==> src/rtl/rf_pkg.sv <==
// Shared constants for the register-file access controller.
// Holds the register-file geometry, the controller FSM state encoding and
// the index of the hardwired-zero register R0.
package rf_pkg;

    localparam int NUM_REGS = 16;   // registers in the file, one strobe bit each
    localparam int DATA_W   = 16;   // register / bitline width
    localparam int IDX_W    = 4;    // log2(NUM_REGS)

    // Controller FSM states
    localparam logic [1:0] ST_IDLE  = 2'd0;
    localparam logic [1:0] ST_DRIVE = 2'd1;
    localparam logic [1:0] ST_HOLD  = 2'd2;

    // R0 reads as zero and is never written
    localparam logic [IDX_W-1:0] R0_IDX = '0;

endpackage

==> src/rtl/rf_onehot_decoder.sv <==
// One-hot decoder for register-file strobes.
// Ports:
//   idx    in  IDX_W     register index
//   en     in  1         gates the whole output
//   onehot out NUM_REGS  bit idx set when en, all zero for idx == R0
module rf_onehot_decoder
    import rf_pkg::*;
(
    input  logic [IDX_W-1:0]    idx,
    input  logic                en,
    output logic [NUM_REGS-1:0] onehot
);

    // R0 never gets a strobe: it has no cell behind it.
    generate
        for (genvar gi = 0; gi < NUM_REGS; gi++) begin : g_bit
            assign onehot[gi] = en && (idx == IDX_W'(gi)) && (IDX_W'(gi) != R0_IDX);
        end
    endgenerate

endmodule

==> src/rtl/rf_access_ctrl.sv <==
// Initiator side of the register-file bitline interface.
// Turns register indices into one-hot WriteReg / ReadEnable strobes, drives
// write data, samples both bitline buses and returns two read operands over
// a valid/ready handshake.
//
// Build option: define RF_ACCESS_BYPASS_EN to capture a same-cycle write
// instead of the bitline (write-before-read). Undefined, the bitline value
// is always captured (read-before-write).
//
// Ports:
//   clk, rst                 clock (rising edge), asynchronous active-high reset
//   req_valid/req_ready      read request handshake, req_src1/req_src2 indices
//   rsp_valid/rsp_ready      response handshake, rsp_data1/rsp_data2 operands
//   wr_en, wr_reg, wr_data   single-cycle write request
//   rf_D, rf_WriteReg        register-file write data and one-hot write strobe
//   rf_ReadEnable1/2         one-hot bitline read selects (only during DRIVE)
//   rf_Bitline1/2            bitline buses, sampled at the end of DRIVE
module rf_access_ctrl
    import rf_pkg::*;
(
    input  logic                clk,
    input  logic                rst,
    input  logic                req_valid,
    output logic                req_ready,
    input  logic [IDX_W-1:0]    req_src1,
    input  logic [IDX_W-1:0]    req_src2,
    output logic                rsp_valid,
    input  logic                rsp_ready,
    output logic [DATA_W-1:0]   rsp_data1,
    output logic [DATA_W-1:0]   rsp_data2,
    input  logic                wr_en,
    input  logic [IDX_W-1:0]    wr_reg,
    input  logic [DATA_W-1:0]   wr_data,
    output logic [DATA_W-1:0]   rf_D,
    output logic [NUM_REGS-1:0] rf_WriteReg,
    output logic [NUM_REGS-1:0] rf_ReadEnable1,
    output logic [NUM_REGS-1:0] rf_ReadEnable2,
    input  logic [DATA_W-1:0]   rf_Bitline1,
    input  logic [DATA_W-1:0]   rf_Bitline2
);

    logic [1:0]        state_reg, state_next;
    logic [IDX_W-1:0]  src1_reg, src1_next;
    logic [IDX_W-1:0]  src2_reg, src2_next;
    logic [DATA_W-1:0] data1_reg, data1_next;
    logic [DATA_W-1:0] data2_reg, data2_next;
    logic              rsp_valid_reg, rsp_valid_next;

    logic              drive;
    logic [DATA_W-1:0] cap1, cap2;

    assign drive     = (state_reg == ST_DRIVE);
    // In HOLD a new request can only be taken when the response leaves.
    assign req_ready = (state_reg == ST_IDLE) || ((state_reg == ST_HOLD) && rsp_ready);

    assign rsp_valid = rsp_valid_reg;
    assign rsp_data1 = data1_reg;
    assign rsp_data2 = data2_reg;

    // Write port is purely combinational and independent of the FSM.
    assign rf_D = wr_data;

    rf_onehot_decoder u_dec_wr (
        .idx    (wr_reg),
        .en     (wr_en),
        .onehot (rf_WriteReg)
    );

    // Read enables come from registered state only, so they drop as soon as
    // reset asserts and the bitlines float outside DRIVE.
    rf_onehot_decoder u_dec_rd1 (
        .idx    (src1_reg),
        .en     (drive),
        .onehot (rf_ReadEnable1)
    );

    rf_onehot_decoder u_dec_rd2 (
        .idx    (src2_reg),
        .en     (drive),
        .onehot (rf_ReadEnable2)
    );

    // Operand capture. R0 has no enable, so its bitline floats: force zero.
    always_comb begin
        cap1 = (src1_reg == R0_IDX) ? '0 : rf_Bitline1;
        cap2 = (src2_reg == R0_IDX) ? '0 : rf_Bitline2;
`ifdef RF_ACCESS_BYPASS_EN
        if (wr_en && (wr_reg == src1_reg) && (src1_reg != R0_IDX)) begin
            cap1 = wr_data;
        end
        if (wr_en && (wr_reg == src2_reg) && (src2_reg != R0_IDX)) begin
            cap2 = wr_data;
        end
`endif
    end

    always_comb begin
        state_next     = state_reg;
        src1_next      = src1_reg;
        src2_next      = src2_reg;
        data1_next     = data1_reg;
        data2_next     = data2_reg;
        rsp_valid_next = rsp_valid_reg;
        case (state_reg)
            ST_IDLE: begin
                if (req_valid) begin
                    src1_next  = req_src1;
                    src2_next  = req_src2;
                    state_next = ST_DRIVE;
                end
            end
            ST_DRIVE: begin
                data1_next     = cap1;
                data2_next     = cap2;
                rsp_valid_next = 1'b1;
                state_next     = ST_HOLD;
            end
            ST_HOLD: begin
                if (rsp_ready) begin
                    rsp_valid_next = 1'b0;
                    if (req_valid) begin
                        // back-to-back: skip IDLE
                        src1_next  = req_src1;
                        src2_next  = req_src2;
                        state_next = ST_DRIVE;
                    end else begin
                        state_next = ST_IDLE;
                    end
                end
            end
            default: begin
                rsp_valid_next = 1'b0;
                state_next     = ST_IDLE;
            end
        endcase
    end

    always_ff @(posedge clk or posedge rst) begin
        if (rst) begin
            state_reg     <= ST_IDLE;
            src1_reg      <= '0;
            src2_reg      <= '0;
            data1_reg     <= '0;
            data2_reg     <= '0;
            rsp_valid_reg <= 1'b0;
        end else begin
            state_reg     <= state_next;
            src1_reg      <= src1_next;
            src2_reg      <= src2_next;
            data1_reg     <= data1_next;
            data2_reg     <= data2_next;
            rsp_valid_reg <= rsp_valid_next;
        end
    end

endmodule

==> config.mk <==
export PLATFORM = sky130hd
export DESIGN_NAME = rf_access_ctrl
export DESIGN_NICKNAME = d
export VERILOG_FILES = /design/src/rtl/rf_pkg.sv /design/src/rtl/rf_onehot_decoder.sv /design/src/rtl/rf_access_ctrl.sv
export SDC_FILE = /design/constraint.sdc
export NUM_CORES = 1
export LEC_CHECK = 0
export BUFFER_PORTS_ARGS = -buffer_cell sky130_fd_sc_hd__buf_2
export CAP_MARGIN = 15
export CELL_PAD_IN_SITES_DETAIL_PLACEMENT = 0
export CELL_PAD_IN_SITES_GLOBAL_PLACEMENT = 1
export CORE_ASPECT_RATIO = 0.75
export CORE_MARGIN = 10
export CORE_UTILIZATION = 25
export CTS_CLUSTER_SIZE = 16
export DETAILED_ROUTE_END_ITERATION = 12
export PLACE_DENSITY = 0.87
export SETUP_SLACK_MARGIN = 0.15
export SKIP_CTS_REPAIR_TIMING = 1
export SYNTH_ARGS = -nofsm -noshare
export SYNTH_HDL_FRONTEND = slang
export SYNTH_SLANG_ARGS = --single-unit
==> constraint.sdc <==
create_clock -name clk -period 1.25 [get_ports clk]
set_clock_uncertainty 0.05 [all_clocks]
set_input_delay 0.25 -clock clk [delete_from_list [all_inputs] [get_ports clk]]
set_output_delay 0.25 -clock clk [all_outputs]
set_load 0.02 [all_outputs]
==> results of run 1 <==
## cell type report
class,instances,area (um^2)
multi-input cells,123,1150
flip-flops and latches,43,1080
fillers,719,4100
clock inverters,3,43.8
repair buffers,170,1440
inverters,1,7.51
clock buffers,5,68.8
well taps,105,131
## routing by layer
layer	global-route usage	wire, um
met1	0.136	3340
met2	0.186	4250
met3	0.0329	508
met4	0.0265	97
met5	0	0
## worst max-delay path, delay by kind of cell, from the launching register on
family | cells | cell delay, ps
AND/OR/NAND/NOR | 3 | 710
flip-flops | 1 | 390
buffers and inverters | 1 | 180
## power breakdown
group / internal, mW / total (mW) / switching, mW
clock network: 0.595 / 1.07 / 0.474
logic: 1.97 / 3.68 / 1.71
registers: 1.91 / 2.35 / 0.446
## cells by family after synthesis
logic type | synth area share
compound gates | 0.140
other cells | 0.00179
simple gates | 0.202
buf+inv | 0.0997
mux | 0.0430
flops | 0.513
## placed cells by master (no fill, tap or decap), drive strengths merged, types with 2 or more instances in the layout
cell,instances
buf,170
dfrtp,43
nor2,36
a22o,32
nor3,9
nor4,8
mux2,8
nand3b,6
nand2b,6
clkbuf,5
nand2,5
conb,3
nand3,3
clkinv,2
## stage by stage
step	hold WS, ps	std cells	setup TNS (ps)	power, mW	setup slack (ps)
after floorplan	198	191	-6780	4.02	-168
final	-91.4	450	-25460	7.11	-626
after global placement	216	426	-14780	5.02	-246
after CTS	-101	434	-28070	6.20	-619
after global routing	-75.1	450	-30510	7.50	-697
after detailed placement	220	426	-16850	5.09	-282
## path summary, 6_finish.rpt
| kind | end | slack, ps | depth (start not counted) |
|---|---|---|---|
| worst max-delay path | rf_ReadEnable2[2] | -630 | 4 |
| worst min-delay path | rsp_data1[4] | -90 | 2 |
| worst max register to register | src1_reg[3] | -290 | 5 |
| worst min register to register | rsp_data1[11] | 480 | 1 |
| max in group asynchronous | src1_reg[0] | 750 | 3 |
| min in group clk | rsp_data2[4] | 120 | 2 |
==> flow_summary.toml, run 1 <==
[outcome]
outcome = "finished with violations"
violations = "negative hold slack, negative setup slack"

[final_layout]
fin_util = 0.489
layout-drive-gt1-share = 0.693
layout-area-overhead-vs-synth_pct = 87.3
layout.nets = 409
diodes = 0
fin_area_um2 = 3930

[critical_path]
path_max_fanout = 6
start_kind = "flip-flop"
crit_path_top_delay_cell = "dfrtp_1"
critPathArrivalTime_ps = 1580
max_stage_delay_ps = 390
setup.worst_path.start = "state_reg[1]"
timing.rr.start = "state_reg[1]"
cp-end-kind = "primary output"
critical_path_class = "flip-flop to primary output"
cp.required_ps = 950
crit_chain = "and2b_2, nand3b_1, nor3_2, buf_4"

[sta]
fmax_mhz = 533
hold_viol = 15
rsz0062_at_grt = "yes"
setup_viol = 82
period_share = 1.50
finalMaxSlewViolations = 0
period_needed_ps = 1880
setup_ws_ps = -626
timing.hold.ws_ps = -91.4

[floorplanning]
die_area_um2 = 12500
core-area_um2 = 8020
num_io_pins = 163
dieWidth_um = 126
row_count = 28
start_util = 0.261
die_height_um = 99.3

[detailed_routing]
route.detailed.drc = 0
ant_nets = 0
drt-initial-drc-count = 73
drt-pass1-iter-count = 4
via_per_inst = 4.59
vias = 2067
wl_per_cell_um = 18.2
wirelength_um = 8190

[logic_synthesis]
synth_top_area_frac = 0.513
synth-seq-cells = 43
postSynthAreaPerCell_um2 = 11.1
synth.area.top_cells = "dfrtp_1 (51%), a22o_1 (13%), buf_4 (7.2%), nor2_1 (5.7%), mux2_2 (4.3%)"
synthTopCellsByCount = "dfrtp_1 (43), a22o_1 (32), nor2_1 (32)"
async_flop_share = 1.00
synthFlopType = "dfrtp_1"
synth_area_um2 = 2100
synth_cells = 189
yosysWarnings = 0
synth_cell_types = 25
yosysSeqAreaShare = 0.513
yosysTopAreaCell = "dfrtp_1"
yosysMostFrequentCell = "dfrtp_1"
synth_edf_count = 0

[flow_run]
drv_cap = 0

[power_and_ir_drop]
leakage_nw = 1.86
max-vdd-ir-drop_uv = 858
p_per_area_nw_per_um2 = 1810

[cts]
numCtsBuffers = 5
path_clk_slew_ps = 90
h-tree-depth = 2
cts_tree = "yes"
root_buffer = "clkbuf_8"
cts_buffer_depth = 2
insertion_delay_ps = 290
cts.sinks = 43

[hold_path]
hold_path.class = "input pin to async pin"

[place]
io_buffer_count = 127
place_congestion = 0.862
postPlaceCellArea_um2 = 3190
dp_hpwl_um = 5980

[global_route]
antenna_found_initial = 0
grt_use_total = 0.111
grt_pass1_wl_um = 11500
grt_pass1_vias = 2124
grt_max_degree = 21
overflow = 0
No activity file was read; power rests on OpenSTA's default activity.
==> run 2, diff against run 1 <==
--- a/config.mk
+++ b/config.mk
@@ -7,14 +7,13 @@
 export LEC_CHECK = 0
 export BUFFER_PORTS_ARGS = -buffer_cell sky130_fd_sc_hd__buf_2
 export CAP_MARGIN = 15
-export CELL_PAD_IN_SITES_DETAIL_PLACEMENT = 0
-export CELL_PAD_IN_SITES_GLOBAL_PLACEMENT = 1
 export CORE_ASPECT_RATIO = 0.75
 export CORE_MARGIN = 10
-export CORE_UTILIZATION = 25
+export CORE_UTILIZATION = 35
 export CTS_CLUSTER_SIZE = 16
 export DETAILED_ROUTE_END_ITERATION = 12
-export PLACE_DENSITY = 0.87
+export PLACE_DENSITY = 0.86
+export RECOVER_POWER = 100
 export SETUP_SLACK_MARGIN = 0.15
 export SKIP_CTS_REPAIR_TIMING = 1
 export SYNTH_ARGS = -nofsm -noshare
==> run 2 against run 1 <==
  * The flow finishes with violations (negative setup slack)
  * Fmax up 0.24%
  * Core utilization up 19 points
  * Register-to-register slack worse by 100 ps
  * Critical endpoint is now rf_ReadEnable2[14]
  * Largest cell class unchanged
  * Largest power group unchanged
==> flow_summary.toml, run 2 (synthesis results as in run 1) <==
[outcome]
outcome = "finished with violations"
violations = "negative setup slack"

[floorplanning]
die_height_um = 87.0
num_io_pins = 163
core-area_um2 = 5800
row_count = 24
start_util = 0.362
die_area_um2 = 9520
dieWidth_um = 109

[place]
place_congestion = 0.781
postPlaceCellArea_um2 = 3160
dp_slack_ps = -290
dp_hpwl_um = 5560
dp.cells = 402
io_buffer_count = 127

[sta]
finalMaxSlewViolations = 0
setup_viol = 83
period_needed_ps = 1870
hold_viol = 0
slew_headroom = 0.646
rsz0062_at_grt = "yes"
worstMarginPinSlew_ps = 531
fmax_mhz = 534
period_share = 1.50
timing.hold.ws_ps = 116
tns_ps = -30640
setup_ws_ps = -622

[critical_path]
path_max_fanout = 6
timing.rr.start = "state_reg[1]"
crit_family = "simple AND/OR/NAND/NOR gates"
r2r-end = "src2_reg[2]"
cp-endpoint = "rf_ReadEnable2[14]"
setup.worst_path.start = "state_reg[1]"
cp.required_ps = 950
crit_chain = "and2b_4, nand3b_1, nor2_1, buf_4"
start_kind = "flip-flop"
reg2reg_depth = 6
cp-end-kind = "primary output"
critical_path_class = "flip-flop to primary output"
worst-path-stages = 4
regToRegSetupSlack_ps = -390
critPathArrivalTime_ps = 1570
crit_path_top_delay_cell = "dfrtp_1"
crit_buf_inv = 1
max_stage_delay_ps = 380

[detailed_routing]
ant_nets = 0
drt-initial-drc-count = 49
drt-pass1-iter-count = 4
vias = 2178
wl_per_cell_um = 19.2
route.detailed.drc = 0
wirelength_um = 8330
via_per_inst = 5.01

[cts]
numCtsBuffers = 5
path_clk_slew_ps = 90
cts.sinks = 43
h-tree-depth = 2
cts_tree = "yes"
cts_buffer_depth = 2
insertion_delay_ps = 300
root_buffer = "clkbuf_8"

[final_layout]
fin_cells = 435
final_common_cell = "buf_4"
fin_area_um2 = 3930
fin_util = 0.678
final_cell_mix = "buf_4 (75), buf_6 (54), buf_2 (46), dfrtp_1 (37), a22o_1 (32)"
diodes = 0
layout-drive-gt1-share = 0.686
layout.nets = 421
layout-area-overhead-vs-synth_pct = 87.5
num-fill-cells = 460

[global_route]
grt_max_degree = 44
grt_use_total = 0.138
antenna_found_initial = 0
overflow = 0
grt_pass1_wl_um = 10600
grt_pass1_vias = 2110

[flow_run]
drv_cap = 0

[power_and_ir_drop]
leakage_nw = 1.88
power_mw = 7.17
p_per_area_nw_per_um2 = 1820
max-vdd-ir-drop_uv = 1120

[hold_path]
min_from = "rf_Bitline1[13]"
hold_path.class = "input pin to flip-flop"
run 2: changes by cell type in the layout (fill, tap and decap cells not counted), sizes merged, moves of 2 or more:
cell / delta
nor2: -2
clkinv: -2
buf: +11
clkbuf: +2
clkinvlp: +2
run 2: power breakdown:
| part | internal (mW) | leakage, nW | switching, mW |
|---|---|---|---|
| clock | 0.400 | 0.0408 | 0.519 |
| sequential | 1.91 | 0.523 | 0.482 |
| combinational | 2.12 | 1.32 | 1.74 |
| total | 4.43 | 1.88 | 2.74 |
run 2: per-layer routing:
metal	wire, um	up-vias	GRT usage
li1	-	990	-
met1	3100	1073	0.159
met2	4460	94	0.239
met3	518	21	0.0488
met4	251	0	0.0342
met5	0	-	0
run 2: cell type report:
type	count	area, um^2	area share
inverters	1	7.51	0.00191
flip-flops and latches	43	1080	0.276
multi-input cells	121	1110	0.283
well taps	78	97.6	0.0248
clock buffers	5	68.8	0.0175
clock inverters	3	23.8	0.00605
repair buffers	184	1540	0.391
run 2: how the worst min path moves through the flow:
stage,depth (start not counted),endpoint,slack (ps)
5_1_grt,2,rsp_data1[7],100
3_3_place_gp,3,rsp_data1[11],270
6_report,2,rsp_data1[13],120
3_5_place_dp,3,rsp_data1[11],280
4_1_cts,3,rsp_data1[11],-50
2_1_floorplan,1,rsp_data1[0],200
